**src/rtl/fetch_queue_pkg.sv**
```systemverilog
// rtl/fetch_queue_pkg.sv - shared constants and entry type for the fetch stage
package fetch_queue_pkg;

    localparam int          IM_AWIDTH        = 10;
    localparam logic [31:0] RESET_PC_DEFAULT = 32'h0000_0000;

    typedef struct packed {
        logic [31:0] pc;
        logic [31:0] instr;
    } fetch_entry_t;

endpackage

```
**src/rtl/fetch_fifo.sv**
```systemverilog
// rtl/fetch_fifo.sv - generic synchronous FIFO with clear, occupancy count and registered storage
module fetch_fifo #(
    parameter int  WIDTH = 64,
    parameter int  DEPTH = 4,
    localparam int AW    = $clog2(DEPTH)
) (
    input  logic             clk,
    input  logic             rst,
    input  logic             clear,
    input  logic             push,
    input  logic             pop,
    input  logic [WIDTH-1:0] din,
    output logic [WIDTH-1:0] dout,
    output logic [AW:0]      count,
    output logic             full,
    output logic             empty
);

    logic [WIDTH-1:0] mem [DEPTH];
    logic [AW-1:0]    rd_ptr;
    logic [AW-1:0]    wr_ptr;
    logic [AW:0]      cnt_q;
    logic             do_push;
    logic             do_pop;

    assign full    = (cnt_q == (AW + 1)'(DEPTH));
    assign empty   = (cnt_q == '0);
    assign do_pop  = pop & ~empty;
    // A full FIFO still accepts a write when the head leaves in the same cycle.
    assign do_push = push & (~full | do_pop);

    always_ff @(posedge clk or negedge rst) begin
        if (!rst) begin
            for (int i = 0; i < DEPTH; i++) begin
                mem[i] <= '0;
            end
            rd_ptr <= '0;
            wr_ptr <= '0;
            cnt_q  <= '0;
        end else if (clear) begin
            rd_ptr <= '0;
            wr_ptr <= '0;
            cnt_q  <= '0;
        end else begin
            if (do_push) begin
                mem[wr_ptr] <= din;
                wr_ptr      <= wr_ptr + 1'b1;
            end
            if (do_pop) begin
                rd_ptr <= rd_ptr + 1'b1;
            end
            unique case ({do_push, do_pop})
                2'b10:   cnt_q <= cnt_q + 1'b1;
                2'b01:   cnt_q <= cnt_q - 1'b1;
                default: cnt_q <= cnt_q;
            endcase
        end
    end

    assign dout  = mem[rd_ptr];
    assign count = cnt_q;

endmodule

```
**src/rtl/fetch_queue.sv**
```systemverilog
// rtl/fetch_queue.sv - instruction fetch PC, prefetch buffer arbitration and decode-side outputs
module fetch_queue
    import fetch_queue_pkg::*;
#(
    parameter int          DEPTH    = 4,
    parameter logic [31:0] RESET_PC = RESET_PC_DEFAULT,
    localparam int         CW       = $clog2(DEPTH) + 1
) (
    input  logic                 clk,
    input  logic                 rst,
    output logic [IM_AWIDTH-1:0] im_addr,
    input  logic [31:0]          im_dout,
    input  logic                 redirect,
    input  logic [31:0]          redirect_pc,
    input  logic                 stall,
    output logic                 out_valid,
    output logic [31:0]          out_pc,
    output logic [31:0]          out_instr,
    output logic [CW-1:0]        count
);

    logic [31:0]  fetch_pc;
    logic         push;
    logic         pop;
    logic         full;
    logic         empty;
    fetch_entry_t wr_entry;
    fetch_entry_t head;

    assign im_addr   = fetch_pc[IM_AWIDTH+1:2];
    assign out_valid = ~empty;

    // Redirect overrides everything: no consume, no fill, buffer cleared.
    assign pop  = out_valid & ~stall & ~redirect;
    assign push = ~redirect & (~full | pop);

    assign wr_entry.pc    = fetch_pc;
    assign wr_entry.instr = im_dout;

    always_ff @(posedge clk or negedge rst) begin
        if (!rst) begin
            fetch_pc <= RESET_PC;
        end else if (redirect) begin
            fetch_pc <= {redirect_pc[31:2], 2'b00};
        end else if (push) begin
            fetch_pc <= fetch_pc + 32'd4;
        end
    end

    fetch_fifo #(
        .WIDTH ($bits(fetch_entry_t)),
        .DEPTH (DEPTH)
    ) u_fifo (
        .clk   (clk),
        .rst   (rst),
        .clear (redirect),
        .push  (push),
        .pop   (pop),
        .din   (wr_entry),
        .dout  (head),
        .count (count),
        .full  (full),
        .empty (empty)
    );

    // Stale storage is never exposed; an empty buffer presents a nop at PC 0.
    assign out_pc    = out_valid ? head.pc    : 32'd0;
    assign out_instr = out_valid ? head.instr : 32'd0;

endmodule

```
**config.mk**
```make
export PLATFORM = sky130hd
export DESIGN_NAME = fetch_queue
export DESIGN_NICKNAME = d
export VERILOG_FILES = /design/src/rtl/fetch_queue_pkg.sv /design/src/rtl/fetch_fifo.sv /design/src/rtl/fetch_queue.sv
export SDC_FILE = /design/constraint.sdc
export NUM_CORES = 1
export LEC_CHECK = 0
export ABC_CLOCK_PERIOD_IN_PS = 2500
export BUFFER_PORTS_ARGS = -buffer_cell sky130_fd_sc_hd__buf_2
export CAP_MARGIN = 20
export CORE_ASPECT_RATIO = 0.6
export CORE_MARGIN = 2
export CORE_UTILIZATION = 45
export CTS_CLUSTER_SIZE = 14
export DETAILED_ROUTE_END_ITERATION = 10
export MAX_ROUTING_LAYER = met4
export PLACE_DENSITY = 0.73
export REMOVE_ABC_BUFFERS = 1
export SYNTH_ARGS = -nofsm -noshare
export SYNTH_HDL_FRONTEND = slang
export SYNTH_SLANG_ARGS = --single-unit
export TNS_END_PERCENT = 5
```
**constraint.sdc**
```tcl
create_clock -name clk -period 2.5 [get_ports clk]
set_clock_uncertainty 0.05 [all_clocks]
set_input_delay 0.5 -clock clk [delete_from_list [all_inputs] [get_ports clk]]
set_output_delay 0.5 -clock clk [all_outputs]
set_load 0.01 [all_outputs]
```
Word-level counts from Yosys, hierarchy flattened
Cells that the tools add are included.
Storage, ports and cells
  output and inout bits: 78
  bits in latches: 0
  memories kept: 0
  input port bits: 68
  register bits after elaboration: 295
  memory bits (writable): 0
  bits in read-only memories: 0
Cells by class
  multiply operators: 0
  bitwise gates (word level): 13
  shift-type cells: 0
  magnitude comparators: 3
  equal/unequal tests: 3
  reduce and logical (&&, ||, !) cells: 7
  add/sub/neg operators: 5
  div/mod/pow operators: 0
  multiplexer cells: 16
Operators with widths (number)
  bitwise mux 256 bit: 1
  two-way mux 64 bit: 3
  binary-select mux 64 bit (select 2 bit): 1
  demux 64 bit (select 2 bit): 1
  two-way mux 32 bit: 4
  adder 32 x 3 -> 32 bit (second input constant): 1
  two-way mux 2 bit: 4
  >= comparator 3 bit (second input constant): 2
  inverter 2 -> 3 bit: 2
  one-hot mux 3 bit (2 select lines): 1
  nonzero test 2 bit: 3
  AND 1 bit: 5
  adder 2 x 1 -> 2 bit (second input constant): 2
  inverter 1 bit: 4
  adder 3 x 1 -> 3 bit (second input constant): 1
  equality test 3 bit (second input constant): 1
  logical NOT 3 bit: 1
  < comparator 3 x 1 -> 1 bit (second input constant): 1
  two-way mux 3 bit: 1
  nonzero test 3 bit: 1
  subtractor 3 x 1 -> 3 bit (second input constant): 1
  equality test 2 x 1 -> 1 bit (second input constant): 1
  equality test 2 bit (second input constant): 1
  bitwise OR 1 bit: 2
  other kinds (2): 2

Logic depth before layout (Yosys ltp)
  word-level depth: 10
  depth in mapped cells: 8

By module
Synthesis repeated with hierarchy kept, for this count alone.
Second synthesis, totals
  cells, all modules: 984
  area total of the unflattened synthesis: 14705.4 um^2
By module, submodules not included
  fetch_fifo: area an instance 12346.8 um^2, cells each 685, instances 1
  fetch_queue: area an instance 2358.5 um^2, cells each 299, instances 1

Worst setup path before layout
Ideal clock, no wire load.
  kind: flip-flop to output port
  from: reg u_fifo.rd_ptr[0]
  to: out out_pc[16]
  required time: 1.950 ns
  data arrival time: 1.704 ns
  stages on the path, launching flop included: 5
  slack: 0.246 ns
  path through: dfrtp_1 > clkbuf_1 > buf_2 > mux4_2 > and2_1
Between the ends
  longest elaborated chain between the ends: 5
Ends and longest elaborated chain
  start, declared: line fetch_fifo.sv:20  | logic [AW-1:0] rd_ptr;
  start signal, assigned: line fetch_fifo.sv:50  | rd_ptr <= rd_ptr + 1'b1;
  inverter 2 -> 3 bit (not written as such): line fetch_fifo.sv:60  | assign dout = mem[rd_ptr];
  binary-select mux 64 bit (select 2 bit): line fetch_fifo.sv:60
  two-way mux 64 bit (not written as such) (2 in series): line fetch_fifo.sv:60
  two-way mux 32 bit: line fetch_queue.sv:67  | assign out_pc = out_valid ? head.pc : 32'd0;
  end, declared: line fetch_queue.sv:17  | output logic [31:0] out_pc,
Every way passes these cells. The select of a mux whose other input is x is not followed.

Final worst setup path
  from: reg u_fifo.rd_ptr[0]
  to: out out_instr[20]
Between the ends
  longest elaborated chain between the ends: 5
Ends and longest elaborated chain
  inverter 2 -> 3 bit (not written as such): line fetch_fifo.sv:60
  binary-select mux 64 bit (select 2 bit): line fetch_fifo.sv:60
  two-way mux 64 bit (not written as such) (2 in series): line fetch_fifo.sv:60
  two-way mux 32 bit: line fetch_queue.sv:68  | assign out_instr = out_valid ? head.instr : 32'd0;
  end, declared: line fetch_queue.sv:18  | output logic [31:0] out_instr,
Every way passes these cells. The select of a mux whose other input is x is not followed.

==> impl_metrics.csv <==
group,metric,value,unit
power_and_ir_drop,leakage,7.06,nW
die,placeableCoreArea,28800,um2
cts,clk_latency,0.54,ns
die,dieArea,30900,um2
power_and_ir_drop,p_per_area,1160,nW/um2
status,status,"complete, but fails checks",
worst_setup_path,path_class,"reg -> out",
placement,globalplace.congestion,0.740,
routing,drt_pass1_iterations,4,
power_and_ir_drop,power,0.0186,W
logic_synthesis,synth_area,13200,um2
logic_synthesis,ys.flop_type,"dfrtp_1",
timing,fmax,365,MHz
power_and_ir_drop,max-vdd-ir-drop,577,uV
layout,multi_input_area,5830,um2
cts,cts.htree.levels,1,
flow_run,cap_violations,0,
cts,clock_sinks,285,
worst_setup_path,crit_fanout,5,
placement,place_ws,-0.149,ns
logic_synthesis,syn_inst,920,
logic_synthesis,synth_edf_count,0,
timing,slew_headroom,51.1,%
routing,num_vias,8052,
layout,fin_util,55.6,%
cts,ctsLongestPathBuffers,3,
cts,cts.reportedPaths.clkPinSlew,0.06,ns
placement,port_buffers,141,
worst_setup_path,crit_required,1.95,ns
cts,numCtsBuffers,27,
min_path,hold_path.class,"in -> reg",
logic_synthesis,synth.avg_cell_area,14.4,um2
layout,nFillCells,2358,
timing,fin_crit_sh,110,%
layout,instances_no_fill,1457,
power_and_ir_drop,power.internal,0.0132,W
logic_synthesis,ys_seq_area_share,53.9,%
power_and_ir_drop,seqPwrFrac,40.2,%
power_and_ir_drop,switching_share,29.3,%
routing,routed_via_density,5.53,
routing,wl,30800,um
die,num_rows,48,
timing,maxSlewViolCount,0,
logic_synthesis,synth.most_common_cell,"dfrtp_1",
logic_synthesis,synthTopCellsByArea,"dfrtp_1, mux2_2, mux4_2",
logic_synthesis,synthDistinctLibCells,39,
power_and_ir_drop,switchingPower,0.00545,W
global_routing,grt_pass1_wl,48200,um
worst_setup_path,ff2ff_setup_slack,0.27,ns
cts,cts_tree,"done",
logic_synthesis,yosys.area.top_type_share,53.9,%
cts,cts_root_buf,"clkbuf_16",
layout,nets,1136,
worst_setup_path,crit_top_cell,"buf_6",
global_routing,grt_util_all_layers,21.0,%
layout,final_layout_size_suffix_gt1_share,51.8,%
routing,wire_per_inst,21.2,um
die,die_h,137,um
routing,drc_errors,0,
timing,tightest_slew,0.734,ns
logic_synthesis,yosys.area.top_type,"dfrtp_1",
timing,finalCriticalPeriod,2.74,ns
timing,setup_ws,-0.238,ns
die,dieWidth,225,um
timing,setup_viol,62,
worst_setup_path,cp_slowest_cell,"dfrtp_4",
routing,first_iter_violations,497,
placement,dp.cells,1394,
power_and_ir_drop,comb_power_share,38.4,%
die,io_pins,146,
global_routing,first_global_vias,8325,
logic_synthesis,synthTopCellsByCount,"dfrtp_1, mux2_2, and2_1, mux4_2, nand2_1",
global_routing,antenna_found_initial,2,
logic_synthesis,synth-async-reset-ratio,100,%
power_and_ir_drop,clkPwrFrac,21.4,%
worst_setup_path,end_kind,"primary output",
timing,hold_viol_final,0,
layout,area_growth_syn_to_layout,21.0,%
logic_synthesis,ys_ff_latch,285,
routing,ant_nets,0,
global_routing,grt_max_degree,71,
logic_synthesis,ys_warn_count,0,
placement,hpwl,18600,um
global_routing,overflow,0,
die,initial_utilization,45.9,%
layout,regArea,7140,um2
worst_setup_path,cpPeakStageDelay,0.50,ns
status,violations,"negative setup slack",
timing,rsz0062_at_grt,"yes",
worst_setup_path,crit_arrival,2.19,ns
worst_setup_path,critPathLaunchType,"flop",
worst_setup_path,crit_chain,"buf_6 -> buf_12 -> buf_16 -> mux4_2 -> and2_4 -> buf_6",
[path summary, 6_finish.rpt]
path                                   from               to  cells past startpoint
min in group asynchronous               rst  u_fifo.mem[230]                      2
min                          redirect_pc[4]      fetch_pc[4]                      3
min reg2reg                  u_fifo.mem[34]   u_fifo.mem[34]                      1
max reg2reg                 u_fifo.count[0]   u_fifo.mem[95]                      6
max in group asynchronous               rst  u_fifo.mem[208]                      3
max                        u_fifo.rd_ptr[0]    out_instr[20]                      6
[kinds of logic after synthesis]
kind of cell | synth area share (%)
xor gates and xnor gates | 1.98
muxes | 31.4
AOI/OAI and AO/OA | 1.66
and+or+nand+nor | 7.11
buffers and inverters | 3.24
adders and majority gates | 0.661
other | 0.0283
DFF | 53.9
[sequential cells by signal, summed over array words and instances, names as in the netlist]
| register | count |
|---|---|
| fetch_pc | 30 |
| u_fifo.rd_ptr | 2 |
| u_fifo.wr_ptr | 2 |
| u_fifo.count | 3 |
| u_fifo.mem | 248 |
[power by group through the flow]
stage	sequential, W	combinational, W	clock (W)
6_report	0.00749	0.00715	0.00399
5_1_grt	0.00770	0.00769	0.00427
4_1_cts	0.00746	0.00679	0.00410
3_5_place_dp	0.00754	0.00583	0
3_3_place_gp	0.00743	0.00568	0
2_1_floorplan	0.00740	0.00395	0
[through the flow]
step | TNS, ns | area (um2) | hold WS [ns]
3_5_place_dp | -7.83 | 14500 | 0.423
3_3_place_gp | -2.78 | 14500 | 0.411
5_1_grt | -14.56 | 16000 | 0.110
6_report | -10.85 | 16000 | 0.123
2_1_floorplan | -184.15 | 12800 | 0.154
4_1_cts | -13.10 | 15800 | 0.0989
[critical path: cells and delay by family, from the launching register on]
family,cells,cell delay [ns]
multiplexers,1,0.43
flip-flops,1,0.50
AND/OR/NAND/NOR,1,0.17
buffers and inverters,4,0.54
[cell usage in the layout, fill, tap and decap left out, types with 3 or more instances in the layout]
cell type  netlist  layout
and2_1          63      24
and2_4           0      39
buf_12           0      17
buf_16           0       8
buf_2           31     101
buf_4           13      16
buf_6            4      40
clkbuf_1        26       8
clkbuf_16        0      28
clkbuf_8         0       6
clkinv_2         0       5
dfrtp_1        285     283
diode_2          0       3
ha_1             7       6
inv_1            8       7
mux2_1          29      29
mux2_2         215     215
mux4_2          62      62
nand2_1         47      43
nand2_4          0       4
nand3_1         14      14
nand4_1         11      11
nor2_1          11      11
o21ai_0         13      13
o21ai_1         22      22
or4_1            3       3
xnor2_1          6       6
xor2_1          24      24
[timing repair]
action                                  4_1_cts  5_1_grt
pin swaps                                     5        8
buffers inserted                              4        1
gates cloned                                  6        1
resized for setup                            55       43
endpoints found under the setup margin      176       63
endpoints found under the hold margin        54        0
hold buffers                                  1        0
[layer usage]
layer	GRT usage, %	share of wire (%)
met5	-	0
met4	3.72	1.5
met3	4.01	5.0
met2	31.8	45
met1	30.2	48
[cell type report]
cell class / instances / area share [%]
flip-flops and latches: 285 / 44.6
multi-input cells: 553 / 36.4
repair buffers: 186 / 10.6
clock buffers: 41 / 4.92
well taps: 375 / 2.93
clock inverters: 6 / 0.344
inverters: 8 / 0.187
diodes: 3 / 0.0469
Note: power is estimated with default switching activity, not from simulation.
